<file path="src/rtl/ray_gen_if.sv">
// FIFO write-side bundle between ray_gen and fifo_array.
// dout index 0 = x, 1 = y, 2 = z; full must be registered in the FIFO.
interface ray_gen_if;
    logic        wr_en;
    logic        full;
    logic [31:0] dout [3];

    modport master (
        output wr_en,
        output dout,
        input  full
    );

    modport slave (
        input  wr_en,
        input  dout,
        output full
    );
endinterface

</file>
<file path="src/rtl/ray_gen.sv">
// Camera-ray direction generator: one Q-format {x,y,z} vector per pixel.
// Define RAY_GEN_SERPENTINE_EN for boustrophedon (odd rows right-to-left).
module ray_gen #(
    parameter int Q_BITS = 10,
    parameter int IMG_W  = 64,
    parameter int IMG_H  = 48
) (
    input  logic        clock,
    input  logic        reset,
    input  logic        start,
    input  logic [31:0] x_start,
    input  logic [31:0] y_start,
    input  logic [31:0] step,
    ray_gen_if.master   fifo,
    output logic        busy,
    output logic        done
);

    localparam int CW = (IMG_W > 1) ? $clog2(IMG_W) : 1;
    localparam int RW = (IMG_H > 1) ? $clog2(IMG_H) : 1;
    localparam logic [CW-1:0] COL_LAST = CW'(IMG_W - 1);
    localparam logic [RW-1:0] ROW_LAST = RW'(IMG_H - 1);
    localparam logic [31:0]   Z_DIR    = ~(32'd1 << Q_BITS) + 32'd1;

    typedef enum logic [1:0] {IDLE, RUN, DONE} state_t;

    state_t        state;
    state_t        state_nx;
    logic          wr;
    logic [CW-1:0] col;
    logic [RW-1:0] row;
    logic [31:0]   cur_x;
    logic [31:0]   cur_y;
    logic [31:0]   step_q;
    logic [31:0]   dx;
    logic          last_px;

    assign last_px = (col == COL_LAST) && (row == ROW_LAST);

    always_ff @(posedge clock or posedge reset) begin
        if (reset) state <= IDLE;
        else       state <= state_nx;
    end

    always_comb begin
        state_nx = state;
        wr       = 1'b0;
        unique case (state)
            IDLE: if (start) state_nx = RUN;
            RUN: begin
                wr = !fifo.full;
                if (wr && last_px) state_nx = DONE;
            end
            DONE:    state_nx = IDLE;
            default: state_nx = IDLE;
        endcase
    end

`ifdef RAY_GEN_SERPENTINE_EN
    // dir=1 on odd rows: walk back from where the previous row ended
    logic dir;

    assign dx = dir ? (32'd0 - step_q) : step_q;

    always_ff @(posedge clock or posedge reset) begin
        if (reset) begin
            dir <= 1'b0;
        end else if (state == IDLE && start) begin
            dir <= 1'b0;
        end else if (wr && col == COL_LAST) begin
            dir <= ~dir;
        end
    end
`else
    logic [31:0] x0_q;

    assign dx = step_q;

    always_ff @(posedge clock or posedge reset) begin
        if (reset) begin
            x0_q <= '0;
        end else if (state == IDLE && start) begin
            x0_q <= x_start;
        end
    end
`endif

    always_ff @(posedge clock or posedge reset) begin
        if (reset) begin
            col    <= '0;
            row    <= '0;
            cur_x  <= '0;
            cur_y  <= '0;
            step_q <= '0;
        end else if (state == IDLE && start) begin
            col    <= '0;
            row    <= '0;
            cur_x  <= x_start;
            cur_y  <= y_start;
            step_q <= step;
        end else if (wr) begin
            if (col != COL_LAST) begin
                col   <= col + 1'b1;
                cur_x <= cur_x + dx;
            end else begin
                col   <= '0;
                row   <= row + 1'b1;
                cur_y <= cur_y - step_q;
`ifndef RAY_GEN_SERPENTINE_EN
                cur_x <= x0_q;
`endif
            end
        end
    end

    always_comb begin
        fifo.wr_en   = wr;
        fifo.dout[0] = cur_x;
        fifo.dout[1] = cur_y;
        fifo.dout[2] = Z_DIR;
    end

    assign busy = (state == RUN);
    assign done = (state == DONE);

endmodule

</file>
<file path="src/flat_wrapper.sv">
// flat-port wrapper written by rule: the top's interface ports become plain ports
module ray_gen_flat 
#(
    parameter int Q_BITS = 10,
    parameter int IMG_W  = 64,
    parameter int IMG_H  = 48
)
  (clock, reset, start, x_start, y_start, step, busy, done, fifo_wr_en, fifo_dout, fifo_full);
  ray_gen_if fifo_i ();
  input  logic clock;
  input  logic reset;
  input  logic start;
  input  logic [31:0] x_start;
  input  logic [31:0] y_start;
  input  logic [31:0] step;
  output logic busy;
  output logic done;
  output wire logic [$bits(fifo_i.wr_en)-1:0] fifo_wr_en;
  output wire logic [$bits(fifo_i.dout)-1:0] fifo_dout;
  input wire logic [$bits(fifo_i.full)-1:0] fifo_full;
  assign fifo_wr_en = fifo_i.wr_en;
  assign fifo_dout = {>>{fifo_i.dout}};
  assign fifo_i.full = fifo_full;
  ray_gen #(.Q_BITS(Q_BITS), .IMG_W(IMG_W), .IMG_H(IMG_H)) u_core (.clock(clock), .reset(reset), .start(start), .x_start(x_start), .y_start(y_start), .step(step), .fifo(fifo_i), .busy(busy), .done(done));
endmodule
</file>
<file path="config.mk">
export PLATFORM = sky130hd
export DESIGN_NAME = ray_gen_flat
export DESIGN_NICKNAME = d
export VERILOG_FILES = /design/src/rtl/ray_gen_if.sv /design/src/rtl/ray_gen.sv /design/src/flat_wrapper.sv
export SDC_FILE = /design/constraint.sdc
export NUM_CORES = 1
export LEC_CHECK = 0
export ABC_CLOCK_PERIOD_IN_PS = 4400
export BUFFER_PORTS_ARGS = -buffer_cell sky130_fd_sc_hd__buf_2
export CAP_MARGIN = 25
export CORE_MARGIN = 4
export CORE_UTILIZATION = 40
export DETAILED_ROUTE_END_ITERATION = 10
export MAX_ROUTING_LAYER = met4
export PLACE_DENSITY = 0.65
export SYNTH_ARGS = -nofsm -noshare
export SYNTH_HDL_FRONTEND = slang
export SYNTH_SLANG_ARGS = --single-unit
</file>
<file path="constraint.sdc">
create_clock -name clock -period 4.4 [get_ports clock]
set_input_delay 0.88 -clock clock [delete_from_list [all_inputs] [get_ports clock]]
set_output_delay 0.88 -clock clock [all_outputs]
set_load 0.02 [all_outputs]
</file>
; ---- Word-level counts from Yosys, hierarchy flattened
; Index checks and enable logic that the tools add are counted.
[word_totals]
word_cells = 43
out_inout_bits = 99
inputBits = 100
ff_bits = 142
[classes]
add_sub_neg = 4
eq_ne = 8
reduce_logical = 8
n_mux = 16
[op_table]
columns = op, count
row1 = 32-bit 2-to-1 mux, 6
row2 = 6-bit 2-to-1 mux, 6
row3 = 32-bit adder, 1
row4 = 32-bit subtractor, 1
row5 = 6-bit by 1-bit adder with 6-bit output (second input constant), 2
row6 = 6-bit equality test (second input constant), 2
row7 = 6-bit inequality test (second input constant), 1
row8 = 2-bit 2-to-1 mux, 2
row9 = 2-bit by 1-bit inequality test with 1-bit output (second input constant), 2
row10 = 2-bit one-hot mux with 2 select lines, 1
row11 = 2-bit AND reduction, 2
row12 = 1-bit logical AND, 3
row13 = 2-bit by 1-bit equality test with 1-bit output (second input constant), 1
row14 = 2-bit equality test (second input constant), 1
row15 = 2-bit logical NOT, 1
row16 = 2-bit inequality test (second input constant), 1
row17 = 2-bit nonzero test, 1
row18 = 1-bit logical NOT, 1
row19 = 1-bit 2-to-1 mux, 1

; ---- Longest topological paths before layout
[depth]
word_depth = 5
mapped_depth = 12
depth_no_buf = 12

; ---- Least setup slack after synthesis
; Ideal clock, no wire load.
[synth_timing]
path_kind = flip-flop to flip-flop
startpoint = reg u_core.cur_x[0]
endpoint = reg u_core.cur_x[28]
setup_slack_ns = 1.565
t_required_ns = 4.299
setup_time_ns = 0.101
stages_incl_launch_ff = 12
synth_period_minus_slack_ns = 2.835
arrival_ns = 2.734
path_buffers = 0
cell_sequence = dfrtp_1 > ha_1 > fa_1 > a21o_1 > a31o_1 > and4_1 > o211ai_1 > nand3b_1 > a31oi_1 > o211a_1 > xor2_1 > o32ai_1
[synth_via]
elab_chain_cells = 4
[synth_lines]
columns = element, line
row1 = "start, declared", ray_gen.sv:32  ; logic [31:0] cur_x;
row2 = "start signal, assigned", ray_gen.sv:98  ; cur_x <= x_start;
row3 = "start signal, assigned", ray_gen.sv:104  ; cur_x <= cur_x + dx;
row4 = "start signal, assigned", ray_gen.sv:110  ; cur_x <= x0_q;
row5 = 32-bit adder, ray_gen.sv:104
row6 = 32-bit 2-to-1 mux, ray_gen.sv:102  ; if (col != COL_LAST) begin
row7 = 32-bit 2-to-1 mux, ray_gen.sv:101  ; end else if (wr) begin
row8 = 32-bit 2-to-1 mux, ray_gen.sv:95  ; end else if (state == IDLE && start) begin
; No other way between the ends. The select of a mux whose other input is x is not followed.
; A chain may end at the register's enable or synchronous reset.

; ---- Worst setup path after layout
; Ends and elaborated chain as after synthesis.

==> impl_metrics.tcl <==
set metrics [dict create \
    clk_latency_ns 0.43 \
    worstPathCellList "ha_1 > fa_1 > a21o_1 > a31o_1 > and4_1 > o211ai_1 > nand3b_1 > a31oi_1 > o211a_1 > xor2_1 > o32ai_1" \
    place_hpwl_mm 19.5 \
    io_buffers 166 \
    yosysUniqueCellTypes 71 \
    cts_buffers 17 \
    rows 55 \
    hold_viol_final 0 \
    drc 0 \
    setup_ws_ns 1.19 \
    min_path_type "in -> async" \
    cts_post_setup_buffers_inserted 0 \
    syn-instance-count 1124 \
    wl_met2_mm 12.0 \
    antenna_found_initial 0 \
    grt_max_degree 66 \
    grt_overflow_total 0 \
    p_leak_nw 5.53 \
    reg2reg_depth 11 \
    r2r_end "u_core.cur_x[28]" \
    areaGrowthSynthToFinish_pct 18.4 \
    synth_edf_count 0 \
    topRoutingLayerUsed "met4" \
    status "completed" \
    clk_pin_slew_ns 0.06 \
    routed_via_density 5.34 \
    yosysTopAreaCell "dfrtp_1" \
    die_y_um 160 \
    critPathRequiredTime_ns 4.69 \
    yosysSeqAreaShare 0.383 \
    grt_pass1_wl_mm 42.3 \
    slew-limit-headroom 0.390 \
    report.power.total_mw 5.42 \
    cp_max_fo 4 \
    cpMaxStageDelayCell "fa_1" \
    grt_usage 0.209 \
    synthTopCellsByArea "dfrtp_1, nand2_1, ha_1" \
    fin_tns_setup_ns 0 \
    wl_met1_mm 12.5 \
    slew_viol_final 0 \
    synthFlopType "dfrtp_1" \
    synth_top_area_share 0.383 \
    skew_ns 0.0117 \
    finalSetupViolations 0 \
    crit_path_end_kind "flop" \
    htree_levels 4 \
    worstMarginPinSlew_ns 0.911 \
    hold_buffers 0 \
    cp.arrival_ns 3.49 \
    start_kind "flop" \
    diodes 0 \
    routed_wl_mm 26.3 \
    cpPeakStageDelay_ns 0.41 \
    peakVddDrop_mv 0.291 \
    drive_gt1_frac 0.178 \
    die_x_um 160 \
    crit_type "reg -> reg" \
    fmax_mhz 312 \
    powerDensity_nw_per_um2 493 \
    nFillCells 2222 \
    num-nets-final 1440 \
    die-area_um2 25700 \
    fin_util 0.483 \
    drtIter0Drc 522 \
    firstDrtPassIters 5 \
    rsz0062_at_grt "false" \
    synth_seq_cells 142 \
    io-pin-count 199 \
    first_global_vias 8194 \
    rrSetupSlack_ns 1.19 \
    maxCapViolCount 0 \
    clock_sinks 142 \
    cts_tree "done" \
    clock-root-buffer "clkbuf_16" \
    drt-wirelength-per-cell_um 16.8 \
    min_period_ns 3.21 \
    core_um2 22700 \
    ctsResizeCount 0 \
    avgSynthCellArea_um2 8.25 \
    ant_nets 0 \
    routabilityCongestion 0.849 \
    timing.final.crit_share 0.728 \
    r2r_start "u_core.cur_x[0]" \
    num_vias 8380 \
    start_util 0.408 \
    max-clock-path-buffers 2 \
    ys_warn_count 0 \
    wl_met3_mm 1.40 \
    synth_area_um2 9270 \
    synthArstFlopShare 1.00 \
    pre_cts_ws_ns 1.30 \
]
## state kept, by name, summed over array words and instances (netlist names)
signal and flops:
u_core.col 6, u_core.cur_x 32, u_core.cur_y 32, u_core.dx 32, u_core.row 6, u_core.state 2
u_core.x0_q 32
## logic make-up after synthesis
kind of cell	Yosys count	synth area share
and+or+nand+nor	388	0.181
AOI/OAI and AO/OA	341	0.226
DFF	142	0.383
buffers and inverters	129	0.0652
adders and majority gates	66	0.0907
xor gates and xnor gates	54	0.0510
other	2	0.000810
muxes	2	0.00216
## placed cells by master, fill, tap and decap left out, types with 5 or more instances in the layout
cell type	n
clkbuf_16	17
o21a_1	7
nor2_1	65
nand4_1	7
xor2_1	23
a31oi_1	16
a21o_1	22
inv_1	50
buf_4	10
nor3_1	15
o21ai_1	19
dfrtp_1	142
and3_1	17
nand3_1	21
buf_2	166
a211oi_1	7
a21oi_1	97
a222oi_1	5
o211ai_1	22
ha_1	64
bufinv_16	7
nor2b_1	8
o21ai_0	95
nand2b_1	6
o22ai_1	10
conb_1	32
nand2_1	226
o21bai_1	8
xnor2_1	31
## layer usage
layer,up-vias,GRT usage
li1,4181,-
met5,-,-
met2,255,0.323
met4,0,0.0551
met1,3913,0.283
met3,31,0.0413
## how the worst max path moves through the flow
stage	slack, ns	depth (start not counted)	from	to
after global routing	1.03	11	u_core.cur_x[0]	u_core.cur_x[28]
after floorplan	1.57	11	u_core.cur_x[0]	u_core.cur_x[28]
final	1.19	11	u_core.cur_x[0]	u_core.cur_x[28]
after detailed placement	1.30	11	u_core.cur_x[0]	u_core.cur_x[28]
after global placement	1.34	11	u_core.cur_x[0]	u_core.cur_x[28]
after CTS	1.24	11	u_core.cur_x[0]	u_core.cur_x[28]
## cell usage after synthesis, drive strengths merged (5+ instances only)
cell type and instances:
nand4 8, o21bai 8, o21ai 115, xor2 23
o211ai 22, a21o 23, a21oi 98, a211oi 9
o21a 7, nand2 227, buf 37, inv 51
nand2b 6, o22ai 11, dfrtp 142, a222oi 5
and3 17, nor3 15, nor2b 8, nor2 66
xnor2 31, a31oi 17, nand3 21, clkbuf 40
ha 64
## report_power, final
part,internal [mW],switching (mW),total (mW)
sequential,1.48,0.187,1.67
clock,1.14,0.573,1.72
combinational,0.852,1.18,2.03
total,3.48,1.94,5.42
## cell type report
cell class | instances | area [µm²] | share of cell area
timing repair buffer | 178 | 946 | 0.0862
clock inverter | 11 | 238 | 0.0217
sequential | 142 | 3550 | 0.324
clock buffer | 19 | 453 | 0.0413
inverter | 52 | 199 | 0.0181
multi-input combinational | 883 | 5230 | 0.477
tap | 285 | 357 | 0.0325
## critical path: cells and delay by family (launching register included)
family / cells / cell delay [ns]
flip-flops: 1 / 0.40
AND/OR/NAND/NOR: 2 / 0.38
XOR/XNOR: 1 / 0.16
AO/OA/AOI/OAI: 6 / 1.49
adder cells (fa/ha/maj): 2 / 0.64
## stage by stage
| stage | hold slack, ns | area, µm² | cells |
|---|---|---|---|
| after detailed placement | 0.456 | 10300 | 1539 |
| after global routing | 0.323 | 11000 | 1570 |
| after global placement | 0.451 | 10300 | 1539 |
| after floorplan | 0.438 | 9390 | 1154 |
| final | 0.325 | 11000 | 1570 |
| after CTS | 0.470 | 11000 | 1569 |
No activity file was read; power rests on OpenSTA's default activity.
